$ cat config.mk
export PLATFORM = sky130hd
export DESIGN_NAME = nave_control_input
export DESIGN_NICKNAME = d
export VERILOG_FILES = /design/src/rtl/nave_control_input.sv
export SDC_FILE = /design/constraint.sdc
export NUM_CORES = 1
export LEC_CHECK = 0
export ABC_AREA = 1
export BUFFER_PORTS_ARGS = -buffer_cell sky130_fd_sc_hd__buf_4
export CORE_MARGIN = 2
export CORE_UTILIZATION = 35
export DETAILED_ROUTE_END_ITERATION = 8
export MAX_ROUTING_LAYER = met4
export PLACE_DENSITY_LB_ADDON = 0.15
export SKIP_LAST_GASP = 1
export SYNTH_ARGS = -nofsm -noshare
export SYNTH_HDL_FRONTEND = slang
export SYNTH_SLANG_ARGS = --single-unit
$ cat constraint.sdc
create_clock -name CLK -period 3.7 [get_ports CLK]
set_clock_uncertainty 0.05 [all_clocks]
set_input_delay 0.555 -clock CLK [delete_from_list [all_inputs] [get_ports CLK]]
set_output_delay 0.555 -clock CLK [all_outputs]
set_load 0.02 [all_outputs]
$ cat src/rtl/nave_control_input.sv
// Ship input controller: synchronize, debounce, resolve and rate-limit LEFT/RIGHT/FIRE buttons.
// Optional feature macro: NAVE_AUTOREPEAT_EN enables auto-repeat of held moves.
module nave_control_input #(
    parameter int DEB_CYCLES    = 4,
    parameter int REP_DELAY     = 16,
    parameter int REP_PERIOD    = 8,
    parameter int FIRE_COOLDOWN = 10
) (
    input  logic CLK,
    input  logic RST,
    input  logic BTN_L,
    input  logic BTN_R,
    input  logic BTN_F,
    output logic LEFT,
    output logic RIGHT,
    output logic M,
    output logic FIRE_RDY
);

    if (DEB_CYCLES < 1 || REP_DELAY < 2 || REP_PERIOD < 2 || FIRE_COOLDOWN < 1) begin : g_bad_params
        $error("nave_control_input: parameter out of range");
    end

    localparam int DW = $clog2(DEB_CYCLES + 1);
    localparam int CW = $clog2(FIRE_COOLDOWN + 1);

    typedef enum logic [1:0] {IDLE, HOLD_L, HOLD_R, BLOCK} state_t;

    // Bit 0 = left, bit 1 = right, bit 2 = fire.
    logic [2:0]    raw;
    logic [2:0]    sync1_q, sync2_q, deb_q, deb_d;
    logic [DW-1:0] cnt_q [3];
    logic [DW-1:0] cnt_d [3];
    logic          l, r;

    state_t        state_q, state_d;
    logic          left_q, left_d, right_q, right_d;
    logic          f_prev_q, f_rise;
    logic [CW-1:0] cd_q, cd_d;
    logic          m_q, m_d, rdy_q;

    assign raw = {BTN_F, BTN_R, BTN_L};
    assign l   = deb_q[0];
    assign r   = deb_q[1];

    always_comb begin
        for (int i = 0; i < 3; i++) begin
            deb_d[i] = deb_q[i];
            cnt_d[i] = '0;
            if (sync2_q[i] != deb_q[i]) begin
                if (cnt_q[i] == DW'(DEB_CYCLES - 1)) deb_d[i] = ~deb_q[i];
                else                                 cnt_d[i] = cnt_q[i] + 1'b1;
            end
        end
    end

`ifdef NAVE_AUTOREPEAT_EN
    localparam int REP_MAX = (REP_DELAY > REP_PERIOD) ? REP_DELAY : REP_PERIOD;
    localparam int RW      = $clog2(REP_MAX);
    logic [RW-1:0] rep_q, rep_d;

    always_ff @(posedge CLK or negedge RST) begin
        if (!RST) rep_q <= '0;
        else      rep_q <= rep_d;
    end
`endif

    always_ff @(posedge CLK or negedge RST) begin
        if (!RST) state_q <= IDLE;
        else      state_q <= state_d;
    end

    always_comb begin
        state_d = state_q;
        case (state_q)
            IDLE: begin
                if (l && r)  state_d = BLOCK;
                else if (l)  state_d = HOLD_L;
                else if (r)  state_d = HOLD_R;
            end
            HOLD_L: begin
                if (!l)      state_d = IDLE;
                else if (r)  state_d = BLOCK;
            end
            HOLD_R: begin
                if (!r)      state_d = IDLE;
                else if (l)  state_d = BLOCK;
            end
            BLOCK: begin
                if (!l && !r) state_d = IDLE;
            end
            default: state_d = IDLE;
        endcase
    end

    // Pulses are computed here and registered, so outputs never see BTN_* combinationally.
    always_comb begin
        left_d  = 1'b0;
        right_d = 1'b0;
`ifdef NAVE_AUTOREPEAT_EN
        rep_d   = rep_q;
`endif
        case (state_q)
            IDLE: begin
                if (l && !r) begin
                    left_d = 1'b1;
`ifdef NAVE_AUTOREPEAT_EN
                    rep_d  = RW'(REP_DELAY - 1);
`endif
                end else if (r && !l) begin
                    right_d = 1'b1;
`ifdef NAVE_AUTOREPEAT_EN
                    rep_d   = RW'(REP_DELAY - 1);
`endif
                end
            end
`ifdef NAVE_AUTOREPEAT_EN
            HOLD_L: begin
                if (l && !r) begin
                    if (rep_q == '0) begin
                        left_d = 1'b1;
                        rep_d  = RW'(REP_PERIOD - 1);
                    end else begin
                        rep_d = rep_q - 1'b1;
                    end
                end
            end
            HOLD_R: begin
                if (r && !l) begin
                    if (rep_q == '0) begin
                        right_d = 1'b1;
                        rep_d   = RW'(REP_PERIOD - 1);
                    end else begin
                        rep_d = rep_q - 1'b1;
                    end
                end
            end
`endif
            default: ;
        endcase
    end

    // A rising edge landing while the cooldown is nonzero is dropped, never queued.
    assign f_rise = deb_q[2] & ~f_prev_q;

    always_comb begin
        m_d  = 1'b0;
        cd_d = cd_q;
        if (f_rise && cd_q == '0) begin
            m_d  = 1'b1;
            cd_d = CW'(FIRE_COOLDOWN);
        end else if (cd_q != '0) begin
            cd_d = cd_q - 1'b1;
        end
    end

    always_ff @(posedge CLK or negedge RST) begin
        if (!RST) begin
            sync1_q  <= '0;
            sync2_q  <= '0;
            deb_q    <= '0;
            for (int i = 0; i < 3; i++) cnt_q[i] <= '0;
            left_q   <= 1'b0;
            right_q  <= 1'b0;
            f_prev_q <= 1'b0;
            cd_q     <= '0;
            m_q      <= 1'b0;
            rdy_q    <= 1'b1;
        end else begin
            sync1_q  <= raw;
            sync2_q  <= sync1_q;
            deb_q    <= deb_d;
            for (int i = 0; i < 3; i++) cnt_q[i] <= cnt_d[i];
            left_q   <= left_d;
            right_q  <= right_d;
            f_prev_q <= deb_q[2];
            cd_q     <= cd_d;
            m_q      <= m_d;
            rdy_q    <= (cd_d == '0);
        end
    end

    assign LEFT     = left_q;
    assign RIGHT    = right_q;
    assign M        = m_q;
    assign FIRE_RDY = rdy_q;

endmodule

* After elaboration in Yosys (flattened, before gate mapping) *
Cells that the tools add are included.
Widths: inputs -> output; s select.

word-level totals
  register bits after elaboration = 29
  bits in latches = 0
  bits in writable memories = 0
  ROM bits = 0
  output and inout port bits = 4
  memories = 0

cells by class
  $add $sub $neg = 4
  multipliers = 0
  divide/modulo/power cells = 0
  magnitude comparators = 0
  equality and inequality tests = 13
  shifts and indexed selects = 0
  mux-type cells = 23
  bitwise logic cells = 5
  reductions and logical operators = 15

operators by type and width
  operator             count
  $mux 3               6
  $mux 2               8
  $add 3x1->3 const B  3
  $eq 3x2->1 const B   3
  $logic_not 4->1      2
  $mux 4               2
  $pmux 2 s4           1
  $mux 1               6
  $ne 3x3->1 const B   2
  $reduce_and 2->1     3
  $logic_and 1x1->1    5
  $eq 2x2->1 const B   2
  $ne 4x4->1 const B   1
  $not 1->1            4
  $reduce_and 4->1     1
  $reduce_bool 4->1    1
  $sub 4x1->4 const B  1
  $ne 1x1->1           3
  $eq 2x1->1 const B   1
  $logic_not 1->1      2
  $logic_not 2->1      1
  $ne 2x2->1 const B   1
  $and 1x1->1          1

* Logic depth before layout (Yosys ltp) *
Gate-level depths: netlist (run 1).

  word-level depth = 5
  mapped depth = 8
  depth with buffers taken out = 8

* Least setup slack after synthesis (run 1) *
OpenSTA, ideal clock, no wires.

  path kind = flip-flop to flip-flop
  start = reg cd_q[0]
  end = reg rdy_q, in the netlist FIRE_RDY
  library setup time = 0.067 ns
  arrival = 1.077 ns
  slack = 2.505 ns
  stages on the path, launching flop included = 7
  path buffers = 0
  cell sequence = dfrtp_1 > inv_1 > ha_1 > nand3_1 > nand3_1 > nand2_1 > nor2_1

on the way
  longest elaborated chain between the ends = 4
  elaborated cells between the ends (all ways) = 7
  classes of those cells = 1 x add/sub; 2 x mux; 4 x reduce/logical

ends and longest elaborated chain
  element                                      line      text
  from (decl)                                  39        logic [CW-1:0] cd_q, cd_d;
  from (signal assigned)                       166       cd_q <= '0;
  from (signal assigned)                       177       cd_q <= cd_d;
  $sub 4x1->4 (tied with other cells)          153       cd_d = cd_q - 1'b1;
  $mux 4 or $logic_and 1x1->1 (tied branches)  152, 149
  $mux 4 *                                     149       if (f_rise && cd_q == '0) begin
  $logic_not 4->1 *                            179       rdy_q <= (cd_d == '0);
  to (signal assigned)                         179
  to (decl)                                    40        logic m_q, m_d, rdy_q;

Mark *: on every way between the ends. The rest lies on a longest branch, timed or not.
A chain may end at the register's enable or synchronous reset.

* Final worst setup path (run 1) *
  start = reg rdy_q, in the netlist FIRE_RDY
  end = out FIRE_RDY

RTL lines
  element    line  text
  to (decl)  17    output logic FIRE_RDY

No word-level cell between the ends.

==> flow_summary.toml, run 1 <==
[clocking]
cts-root-buf = "clkbuf_4"
cts_setup_buffers = 0
cts_made_buffers = 5
clk_pin_slew_ns = 0.10
insertion_delay_ns = 0.32
postCtsHoldBufs = 0
htree_levels = 2
clock_sinks = 29
cts_buffer_depth = 2
cts_resized = 0
cts_tree = "done"

[grt]
grt.total_usage_pct = 12.4
grt_pass1_wl_mm = 3.06
grt_pass1_vias = 702
grt_max_degree = 30
antenna_found_initial = 0
grt-ovfl-total = 0

[floorplan]
die_area_um2 = 3710
fp.dieH_um = 60.9
io_pins = 9
rows = 20
die_w_um = 60.9
core_area_um2 = 3080
start_util_pct = 36.8

[critical_path]
cp.depth = 1
path_class = "reg -> out"
cp.required_ns = 3.09
crit_chain = "buf_4"
r2r_slack_ns = 2.37
crit_slowest_cell = "dfstp_2"
critical-path-top-delay-family = "flip-flops"
arrival_ns = 0.98
critPathLaunchType = "flip-flop"
r2r_cells = 6
crit_fanout = 1
cpPeakStageDelay_ns = 0.53
crit_path_end_kind = "output port"
crit_buf_inv = 1

[synth]
ys_types = 17
syn_inst = 109
yosysWarnings = 0
ys.flop_type = "dfrtp_1"
synth-async-reset-ratio_pct = 100
seq_area_frac_synth_pct = 64.2
synth-seq-cells = 29
synth_area_um2 = 1130
synth_nets = 118
synth-edff-count = 0
avgSynthCellArea_um2 = 10.4

[timing]
worstMarginPinSlew_ns = 0.358
hold_slack_ns = 0.0784
timing_max_transition_violations_final = 0
fin_crit_sh_pct = 42.7
rsz0062_at_grt = "false"
report.final.hold_viol_count = 0
slew_headroom_pct = 76.1
fmax_mhz = 632
fin_crit_ns = 1.58
setup_tns_ns = 0
setup_viol = 0

[routing]
dr.pass1.iters = 4
drt_iter0_markers = 27
vias = 728
ant_nets = 0
wl_per_cell_um = 9.78
routed_wirelength_mm = 1.65
vias_per_cell = 4.31
route.detailed.drc = 0

[power_and_ir_drop]
combPwrFrac_pct = 30.8
internal-power_w = 0.000709
switchingPower_w = 0.000373
power_density_nw_per_um2 = 812
peakVddDrop_uv = 367
clkPwrFrac_pct = 24.9
netSwitchingFraction_pct = 34.4
seqPwrFrac_pct = 44.3
leakage_nw = 0.680

[layout]
drive_gt1_share_pct = 15.2
final_nets = 133
fin_cells = 169
antennaDiodeCount = 0
layout_commonest_cell = "dfrtp_1"
layout_common_cells = "dfrtp_1 (28), nand2_1 (19), inv_1 (18), nor2_1 (12), buf_4 (8)"
area.growth.synth_to_final_pct = 17.7
fillCellCount = 305

[flow_run]
max-cap-violations = 0

[min_path]
hold_class = "in -> async"

[placed_design]
gp_congestion = 0.774
port-buffer-count = 8
dp_hpwl_mm = 1.18
dp_cells = 161

[outcome]
status = "completed"
[per-layer routing]
layer / track usage (%) / wire length [um] / up-vias
met1: 14.4 / 779 / 340
met3: 4.48 / 52 / 5
met5: - / 0 / -
li1: - / - / 375
met4: 8.39 / 38 / 0
met2: 17.8 / 782 / 8
[power groups by stage]
stage                     Clock [W]  Combinational [W]  Sequential, W
after floorplan                   0           0.000259       0.000481
after global placement            0           0.000330       0.000484
after detailed placement          0           0.000340       0.000486
after CTS                  0.000283           0.000341       0.000480
after global routing       0.000297           0.000400       0.000494
final                      0.000270           0.000333       0.000479
[registers in the layout, summed over array words and instances (netlist names)]
| name | count |
|---|---|
| FIRE_RDY | 1 |
| LEFT | 1 |
| M | 1 |
| RIGHT | 1 |
| cd_q | 4 |
| cnt_q | 9 |
| deb_q | 3 |
| f_prev_q | 1 |
| state_q | 2 |
| sync1_q | 3 |
| sync2_q | 3 |
[Yosys cell counts, types with 2 or more instances]
master,number,area [um2]
dfrtp_1,28,701
nand2_1,19,71.3
inv_1,18,67.6
nor2_1,12,45.0
nor3_1,5,25.0
a21oi_1,4,20.0
ha_1,4,50.1
nand3_1,4,20.0
nor3b_1,3,22.5
xnor2_1,3,26.3
o21ai_0,2,10.0
o31ai_1,2,15.0
[metrics by stage]
step                total power (W)  area [um2]  utilization [%]  setup WS (ns)
global placement           0.000815        1250             40.5           2.42
finish                      0.00108        1330             43.3           2.12
CTS                         0.00110        1330             43.3           2.09
global route                0.00119        1330             43.3           2.08
detailed placement         0.000826        1250             40.5           2.39
floorplan                  0.000740        1130                -           2.51
[final cells by class]
type / count / area, um2 / area share, %
multi-input cells: 62 / 338 / 25.4
clock inverters: 1 / 30.0 / 2.25
clock buffers: 7 / 55.1 / 4.13
well taps: 44 / 55.1 / 4.13
flip-flops and latches: 29 / 727 / 54.6
inverters: 18 / 67.6 / 5.07
repair buffers: 8 / 60.1 / 4.51
[logic make-up (layout without fill, tap and decap cells)]
kind of cell | Yosys count | after routing | share of synthesized area (%)
simple gates | 46 | 46 | 18.3
flops | 29 | 29 | 64.2
buf+inv | 18 | 34 | 5.97
compound gates | 9 | 9 | 4.75
fa+ha+maj | 4 | 4 | 4.42
xor+xnor | 3 | 3 | 2.32
[worst paths after layout]
kind | startpoint | to
max | FIRE_RDY | FIRE_RDY
min | RST | cnt_q[0]
max reg2reg | cd_q[0] | FIRE_RDY
min reg2reg | sync1_q[0] | sync2_q[0]
max in group asynchronous | RST | FIRE_RDY
min in group CLK | BTN_F | sync1_q[2]
Power figures use the tool's default switching activity.
==> run 2: changes to the inputs <==
--- a/config.mk
+++ b/config.mk
@@ -5,7 +5,7 @@
 export SDC_FILE = /design/constraint.sdc
 export NUM_CORES = 1
 export LEC_CHECK = 0
-export ABC_AREA = 1
+export ABC_AREA = 0
 export BUFFER_PORTS_ARGS = -buffer_cell sky130_fd_sc_hd__buf_4
 export CORE_MARGIN = 2
 export CORE_UTILIZATION = 35
==> constraint.sdc (replaced) <==
create_clock -name CLK -period 1.47 [get_ports CLK]
set_clock_uncertainty 0.05 [all_clocks]
set_input_delay 0.2205 -clock CLK [delete_from_list [all_inputs] [get_ports CLK]]
set_output_delay 0.2205 -clock CLK [all_outputs]
set_load 0.02 [all_outputs]
==> run 2 against run 1 <==
The run now ends with negative setup slack left. Cell area rose by 3.0%. Wire length decreased by 0.48%. Worst setup slack got worse by 2.2 ns. Synthesized area fell by 3.5%. Combinational power grew to 3.1 times the previous value. Highest routed layer unchanged.
==> flow_summary.toml, run 2 <==
[synth]
ys_top_cells_by_area = "dfrtp_1 (64%), ha_1 (4.6%), nor3b_1 (3.4%), mux2_2 (3.1%), dfstp_2 (2.4%)"
synthMuxAreaShare_pct = 3.09
yosys.area.top_type = "dfrtp_1"
synth_compound_area_share_pct = 5.50
synth.top_cell.area_share_pct = 64.1
synth-async-reset-ratio_pct = 100
ys_types = 25
synth-edff-count = 0
yosysWarnings = 0
seq_area_frac_synth_pct = 66.6
ys_top_cells_by_count = "dfrtp_1 (28), a21oi_1 (5), nor3b_1 (5), ha_1 (4), nand2b_1 (4)"
synth_nets = 88
avgSynthCellArea_um2 = 13.8
syn_inst = 79
synth_xor_area_share_pct = 2.41
ys.flop_type = "dfrtp_1"
synth-simple-area-share_pct = 16.8
synth-seq-cells = 29
synth_top_family_by_area = "simple AND/OR/NAND/NOR gates"
synth_area_um2 = 1090
synth_fa_ha_area_share_pct = 4.58
synth.most_common_cell = "dfrtp_1"

[layout]
antennaDiodeCount = 0
final_cell_area_um2 = 1370
final_util_pct = 45.7
fin_cells = 140
largest_reg_flops = 9
largest_register = "cnt_q"
drive_gt1_share_pct = 31.8
area.growth.synth_to_final_pct = 25.7
final_nets = 115
largestRegisters = "cnt_q x9, cd_q x4"
fillCellCount = 283
layout_common_cells = "dfrtp_1 (28), buf_4 (16), nor3b_1 (5), clkbuf_4 (5)"
layout_commonest_cell = "dfrtp_1"

[critical_path]
arrival_ns = 1.77
cp.required_ns = 1.65
cpPeakStageDelay_ns = 0.41
crit_path_end_kind = "flip-flop"
crit_chain = "inv_2 > ha_4 > or3b_4 > nor3b_2 > a21oi_2 > nor4_2"
critPathLaunchType = "flip-flop"
crit_buf_inv = 1
critical-path-top-delay-family = "simple AND/OR/NAND/NOR gates"
path_class = "reg -> reg"
crit_slowest_cell = "or3b_4"
crit_fanout = 4

[routing]
m1WireLength_um = 791
drt_iter0_markers = 9
dr.pass1.iters = 4
route.detailed.drc = 0
maxUsedRoutingLayer = "met4"
vias_per_cell = 4.75
wl_met3_um = 96
routed_wirelength_mm = 1.65
vias = 665
wl_per_cell_um = 11.8
met2_length_um = 720
ant_nets = 0

[timing]
fmax_mhz = 629
fin_crit_sh_pct = 108
layout_setup_ws_ns = -0.119
worstMarginPinSlew_ns = 0.360
rsz0062_at_grt = "true"
timing_max_transition_violations_final = 0
slew_headroom_pct = 76.0
fin_crit_ns = 1.59
setup_viol = 2
report.final.hold_viol_count = 0

[clocking]
cts_buffer_depth = 2
clk_pin_slew_ns = 0.09
cts_tree = "done"
insertion_delay_ns = 0.31
cts-root-buf = "clkbuf_4"
htree_levels = 2
cts_made_buffers = 5
clock_sinks = 29

[floorplan]
fp.dieH_um = 59.9
die_w_um = 59.9
io_pins = 9
die_area_um2 = 3580
core_area_um2 = 3000
rows = 20
start_util_pct = 36.4

[min_path]
hold_class = "reg -> reg"

[grt]
antenna_found_initial = 0
grt_max_degree = 30
grt_pass1_wl_mm = 2.96
grt_pass1_vias = 697
grt.total_usage_pct = 12.1
grt-ovfl-total = 0

[placed_design]
pre_cts_ws_ns = -0.124
dp_hpwl_mm = 1.02
port-buffer-count = 8
placedInstanceArea_um2 = 1230
gp_congestion = 0.711
dp_cells = 124

[flow_run]
max-cap-violations = 0

[power_and_ir_drop]
power_density_nw_per_um2 = 1960
peakVddDrop_uv = 626
leakage_nw = 0.627
power_w = 0.00269

[outcome]
violations = "negative setup slack"
status = "finished, violations left"
-- run 2: cell types whose count changed after synthesis, moves of 2 or more --
cell | before | now
nand2b_1 | 0 | 4
nor3_1 | 5 | 2
nand2_1 | 19 | 2
nor3b_1 | 3 | 5
inv_1 | 18 | 3
nand3_1 | 4 | 1
o31ai_1 | 2 | 0
nor2_1 | 12 | 3
mux2_2 | 0 | 3
nor2b_1 | 0 | 3
nor4b_1 | 0 | 2
-- run 2: area by class of cell --
class                           count  area [um2]  area share, %
Tap cell                           33        41.3           3.01
Sequential cell                    29         727           53.0
Inverter                            3        11.3          0.820
Multi-Input combinational cell     47         384           28.0
Timing Repair Buffer               20         160           11.7
Clock buffer                        8        48.8           3.56
-- run 2: worst register-to-register path: cells and delay by family, from the launching register on --
kind	cells	cell delay [ns]
buf+inv	1	0.09
flops	1	0.40
simple gates	3	0.77
compound gates	1	0.06
fa+ha+maj	1	0.14
-- run 2: metal layers --
| layer | GRT usage [%] | up-vias |
|---|---|---|
| met5 | - | - |
| met4 | 5.71 | 0 |
| met3 | 6.49 | 6 |
| met2 | 16.9 | 13 |
| met1 | 14.2 | 320 |
| li1 | - | 326 |
-- run 2: worst paths after layout --
check / from / cells after the start / slack [ns] / to
worst max-delay path: cd_q[1] / 6 / -0.12 / FIRE_RDY
worst max register to register: cd_q[1] / 6 / -0.12 / FIRE_RDY
worst min register to register: sync1_q[1] / 0 / 0.30 / sync2_q[1]
max in group asynchronous: RST / 2 / 0.76 / FIRE_RDY
worst min-delay path: sync1_q[1] / 0 / 0.30 / sync2_q[1]
min in group asynchronous: RST / 2 / 0.31 / state_q[0]
-- run 2: stage by stage --
stage	TNS, ns	hold slack, ns
global placement	-0.0659	0.108
detailed placement	-0.124	0.115
global route	-0.255	0.314
finish	-0.121	0.303
floorplan	-0.0514	-0.125
CTS	-0.0857	0.301
-- run 2: kinds of logic (layout without fill, tap and decap cells) --
logic type	Yosys count	after routing
AOI/OAI and AO/OA	10	10
xor gates and xnor gates	3	3
adders and majority gates	4	4
buffers and inverters	3	31
DFF	29	29
muxes	3	3
and+or+nand+nor	27	27
-- run 2: repair_timing --
action	4_1_cts	5_1_grt
endpoints found under the setup margin	2	3
endpoints found under the hold margin	31	0
setup buffers	3	1
resized for setup	4	2
hold buffers	4	0
pin swaps	2	0
-- run 2: report_power, final --
| group | total [W] | switching [W] | leakage (nW) | internal, W |
|---|---|---|---|---|
| clock network | 0.000439 | 0.000249 | 0.0265 | 0.000190 |
| logic | 0.00102 | 0.000469 | 0.241 | 0.000547 |
| registers | 0.00123 | 0.000183 | 0.360 | 0.00105 |
